`config.mk`:
```
export PLATFORM = sky130hd
export DESIGN_NAME = xbar_rr_switch
export DESIGN_NICKNAME = d
export VERILOG_FILES = /design/src/rtl/xbar_rr_switch.sv
export SDC_FILE = /design/constraint.sdc
export NUM_CORES = 1
export LEC_CHECK = 0
export CORE_MARGIN = 2
export CORE_UTILIZATION = 53
export DETAILED_ROUTE_END_ITERATION = 8
export GPL_ROUTABILITY_DRIVEN = 0
export MAX_ROUTING_LAYER = met4
export PLACE_DENSITY = 0.87
export SLEW_MARGIN = 20
export SYNTH_ARGS = -nofsm -noshare
export SYNTH_HDL_FRONTEND = slang
export SYNTH_SLANG_ARGS = --single-unit
```
`constraint.sdc`:
```
create_clock -name clk -period 5.8 [get_ports clk]
set_clock_uncertainty 0.05 [all_clocks]
set_input_delay 1.16 -clock clk [delete_from_list [all_inputs] [get_ports clk]]
set_output_delay 1.16 -clock clk [all_outputs]
set_load 0.1 [all_outputs]
```
`src/rtl/xbar_rr_switch.sv`:
```
// N-input, M-output crossbar with a per-output round-robin arbiter and one register stage
// per output; words addressed to a destination >= M are accepted and discarded.
module xbar_rr_switch #(
  parameter int N  = 4,
  parameter int M  = 4,
  parameter int W  = 32,
  parameter int DW = $clog2(M),
  parameter int SW = $clog2(N)
) (
  input  logic            clk,
  input  logic            rst,
  input  logic [N-1:0]    in_valid,
  input  logic [N*DW-1:0] in_dest,
  input  logic [N*W-1:0]  in_data,
  output logic [N-1:0]    in_ready,
  output logic [M-1:0]    out_valid,
  input  logic [M-1:0]    out_ready,
  output logic [M*W-1:0]  out_data,
  output logic [M*SW-1:0] out_src,
  output logic [N-1:0]    grant,
  output logic            drop
);

  logic [M-1:0]  valid_q;
  logic [W-1:0]  data_q   [M];
  logic [SW-1:0] src_q    [M];
  logic [SW-1:0] rr_ptr_q [M];

  logic [DW-1:0] dest     [N];
  logic [N-1:0]  bad_dest;
  logic [N-1:0]  req      [M];
  logic [M-1:0]  out_free;
  logic [M-1:0]  win_found;
  logic [SW-1:0] win_idx  [M];
  logic [W-1:0]  win_data [M];

  always_comb begin
    for (int i = 0; i < N; i++) begin
      dest[i]     = in_dest[i*DW +: DW];
      bad_dest[i] = (int'(dest[i]) >= M);
    end
  end

  // Winner is the lowest requester at or above rr_ptr, else the lowest requester overall.
  always_comb begin
    for (int j = 0; j < M; j++) begin
      logic          found_hi;
      logic          found_lo;
      logic [SW-1:0] idx_hi;
      logic [SW-1:0] idx_lo;
      found_hi    = 1'b0;
      found_lo    = 1'b0;
      idx_hi      = '0;
      idx_lo      = '0;
      out_free[j] = !valid_q[j] || out_ready[j];
      for (int i = N - 1; i >= 0; i--) begin
        req[j][i] = in_valid[i] && (dest[i] == DW'(j));
        if (req[j][i]) begin
          found_lo = 1'b1;
          idx_lo   = SW'(i);
          if (int'(rr_ptr_q[j]) <= i) begin
            found_hi = 1'b1;
            idx_hi   = SW'(i);
          end
        end
      end
      win_found[j] = found_hi || found_lo;
      win_idx[j]   = found_hi ? idx_hi : idx_lo;
    end
  end

  always_comb begin
    for (int j = 0; j < M; j++) begin
      win_data[j] = '0;
      for (int i = 0; i < N; i++) begin
        if (win_idx[j] == SW'(i)) begin
          win_data[j] = in_data[i*W +: W];
        end
      end
    end
  end

  always_comb begin
    for (int i = 0; i < N; i++) begin
      in_ready[i] = bad_dest[i];
      for (int j = 0; j < M; j++) begin
        if (dest[i] == DW'(j) && win_found[j] && win_idx[j] == SW'(i) && out_free[j]) begin
          in_ready[i] = 1'b1;
        end
      end
      if (rst) begin
        in_ready[i] = 1'b0;
      end
    end
    grant = in_valid & in_ready;
    drop  = |(in_valid & in_ready & bad_dest);
  end

  always_comb begin
    out_valid = valid_q;
    for (int j = 0; j < M; j++) begin
      out_data[j*W +: W]  = data_q[j];
      out_src[j*SW +: SW] = src_q[j];
    end
  end

  always_ff @(posedge clk) begin
    if (rst) begin
      valid_q <= '0;
      for (int j = 0; j < M; j++) begin
        data_q[j]   <= '0;
        src_q[j]    <= '0;
        rr_ptr_q[j] <= '0;
      end
    end else begin
      for (int j = 0; j < M; j++) begin
        if (win_found[j] && out_free[j]) begin
          valid_q[j]  <= 1'b1;
          data_q[j]   <= win_data[j];
          src_q[j]    <= win_idx[j];
          rr_ptr_q[j] <= (int'(win_idx[j]) == N - 1) ? '0 : win_idx[j] + 1'b1;
        end else if (out_ready[j]) begin
          valid_q[j] <= 1'b0;
        end
      end
    end
  end

endmodule

```
==> impl_metrics.yaml <==
sta:
  finalHoldViolations: 0
  slew_headroom_pct: 24.3
  period_needed_ns: 5.20
  tightest_slew_ns: 1.14
  grt_setup_unrepaired: "no"
  max_freq_ghz: 0.192
  setup_ws_ns: 0.600
  timing.final.crit_share_pct: 89.7
  report.final.slew_viol_count: 0
  setup_violations: 0
clock_network:
  cts_made_buffers: 17
  cts-resized-gates: 0
  cts_root_buffer: "clkbuf_16"
  clkSlewWorstSetupHoldPaths_ns: 0.06
  postCtsSetupBuffers: 0
  clockBufferDepth: 2
  cts_hold_buf: 0
  htreeDepth: 4
  clk-insertion-delay-late_ns: 0.43
  cts_sinks: 148
  cts_tree: "built"
route:
  ant_nets: 0
  highest_layer: "met4"
  wire_per_inst_um: 24.0
  wl_met1_um: 13900
  drc: 0
  drtPass1Iterations: 5
  avgViaCountPerCell: 6.81
  vias: 10800
  met3_length_um: 4640
  drt_wl_total_um: 38100
  wl_met2_um: 18000
  drtIter0Drc: 1258
final_layout:
  area_delta_synth_final_pct: 34.3
  final_common_cell: "clkdlybuf4s50_1"
  nNetsFinal: 1475
  mostFrequentLayoutCells: "clkdlybuf4s50_1, edfxtp_1, nand2_1"
  drive_above_1_share_pct: 9.35
  final_cell_area_um2: 14200
yosys:
  synth_compound_area_share_pct: 30.9
  mappedNetlistArea_um2: 10600
  ys_types: 53
  synth_edf_count: 144
  synth_xor_area_share_pct: 0
  syn_nets: 1264
  synth_area_leader_cell: "edfxtp_1"
  ys.flop_type: "edfxtp_1"
  syn_inst: 1102
  synth_simple_gate_area_share_pct: 19.2
  synth-adder-area-share_pct: 1.89
  muxShareOfSynthArea_pct: 0
  ys_seq_elements: 148
  syn_area_per_cell_um2: 9.60
  synthArstFlopShare_pct: 0
  synth.top_cell.area_share_pct: 40.9
  synth_top_family_by_area: "compound AO/OA/AOI/OAI gates"
  ys_warn_count: 0
  synth_top_cells_by_area: "edfxtp_1, a211o_1, a221oi_1, and3b_1, a21oi_1"
  yosysSeqAreaShare_pct: 41.6
global_routing:
  grt_pass1_vias: 10400
  track_usage_pct: 36.1
  grt_antenna_before_repair: 0
  grt_max_degree: 67
  grt_pass1_wl_um: 58300
  grt_overflow_total: 0
floorplan:
  initial_utilization_pct: 54.2
  rows: 51
  die-area_um2: 21100
  ios: 295
  die_h_um: 145
  die_x_um: 145
  core-area_um2: 19500
critical_path:
  crit_start: "in_dest[3]"
  cp_max_fo: 9
  critPathArrivalTime_ns: 3.99
  path_cells: "clkdlybuf4s50_1, or3b_1, a221oi_1, o21a_1, inv_1, ha_2, nor3b_1, a22oi_1, a21oi_2, buf_12"
  endpoint_kind: "output port"
  path_class: "in2out"
  cpPeakStageDelay_ns: 0.52
  required_ns: 4.59
  crit_slowest_cell: "clkdlybuf4s50_1"
  start_kind: "input port"
  cp_top_family: "compound AO/OA/AOI/OAI gates"
  worst_r2r_startpoint: "rr_ptr_q[1][1]"
  cp_num_buf_inv: 3
place:
  port_buffers: 293
  placed_area_um2: 13600
  place_ws_ns: 0.686
  detailed_place_hpwl_um: 22700
pwr:
  p_sw_share_pct: 42.1
  switching_power_mw: 1.89
  seq_power_share_pct: 30.6
  power_density_nw_per_um2: 315
  comb_power_share_pct: 43.2
  irDropWorstVdd_mv: 0.204
  p_int_mw: 2.60
  power.leakage_nw: 5.41
  power_frac_clock_pct: 26.3
run_status:
  status: "finished, final reports clean"
min_path:
  hold_class: "reg2reg"
  min_from: "out_valid[1]"
job:
  drv_cap: 0
## flip-flops by register name, summed over array words and instances, names as in the netlist
| name | cells |
|---|---|
| src_q | 8 |
| data_q | 128 |
| out_valid | 4 |
| rr_ptr_q | 8 |
## routing by layer
metal,up-vias,track usage (%)
li1,4665,-
met1,5160,45.7
met2,885,56.0
met3,129,6.29
met4,0,18.1
met5,-,-
## synthesized netlist by cell type, types with 5 or more instances
| cell type | n |
|---|---|
| nor2b_1 | 76 |
| buf_2 | 33 |
| clkbuf_1 | 75 |
| buf_1 | 6 |
| ha_1 | 16 |
| nor3b_1 | 10 |
| nor2_1 | 13 |
| nand2_1 | 140 |
| edfxtp_1 | 144 |
| nand3_1 | 6 |
| inv_1 | 42 |
| and3b_1 | 64 |
| a211o_1 | 128 |
| o21ai_0 | 6 |
| nor3_1 | 5 |
| nand3b_1 | 7 |
| a21oi_2 | 28 |
| a211oi_1 | 62 |
| a21oi_1 | 105 |
| a221oi_1 | 68 |
## metrics by stage
stage / power, mW / std cells / util, % / hold WS [ns] / setup TNS [ns]
2_1_floorplan: 2.78 / 1102 / - / 0.647 / -0.307
3_3_place_gp: 3.28 / 1559 / 69.6 / 0.566 / 0
3_5_place_dp: 3.30 / 1559 / 69.6 / 0.571 / 0
4_1_cts: 4.46 / 1591 / 72.8 / 0.582 / 0
5_1_grt: 4.60 / 1591 / 72.8 / 0.633 / 0
6_report: 4.48 / 1592 / 72.8 / 0.578 / 0
## cell families (layout without fill, tap and decap cells)
kind of cell / Yosys count / in the layout
other: 1 / 2
buffers and inverters: 162 / 386
DFF: 148 / 148
AOI/OAI and AO/OA: 425 / 425
and+or+nand+nor: 350 / 350
adders and majority gates: 16 / 16
## worst reg2reg max path, delay by kind of cell, from the launching register on
kind	cells	cell delay, ns
AO/OA/AOI/OAI	4	1.21
adder cells (fa/ha/maj)	1	0.31
flip-flops	1	0.46
AND/OR/NAND/NOR	2	0.47
buffers and inverters	1	0.56
## power by group through the flow
stage | logic (mW) | registers [mW] | clock network [mW]
floorplan | 0.594 | 2.19 | 0
detailed placement | 1.91 | 1.39 | 0
global placement | 1.89 | 1.39 | 0
finish | 1.94 | 1.37 | 1.18
CTS | 1.92 | 1.37 | 1.18
global route | 2.00 | 1.38 | 1.22
## path summary, 6_finish.rpt
check / endpoint / slack (ns) / depth (start not counted)
max: in_ready[0] / 0.60 / 10
min: out_valid[1] / 0.58 / 3
max reg2reg: data_q[1][25] / 2.43 / 8
min reg2reg: out_valid[1] / 0.58 / 3
## cell type report
class | instances | area [µm²]
Fill cell | 1394 | 5310
Timing Repair Buffer | 310 | 3140
Antenna cell | 1 | 2.50
Multi-Input combinational cell | 792 | 5560
Clock inverter | 14 | 185
Clock buffer | 18 | 429
Tap cell | 265 | 332
Inverter | 44 | 165
Sequential cell | 148 | 4400
(Power assumes the default switching activity.)
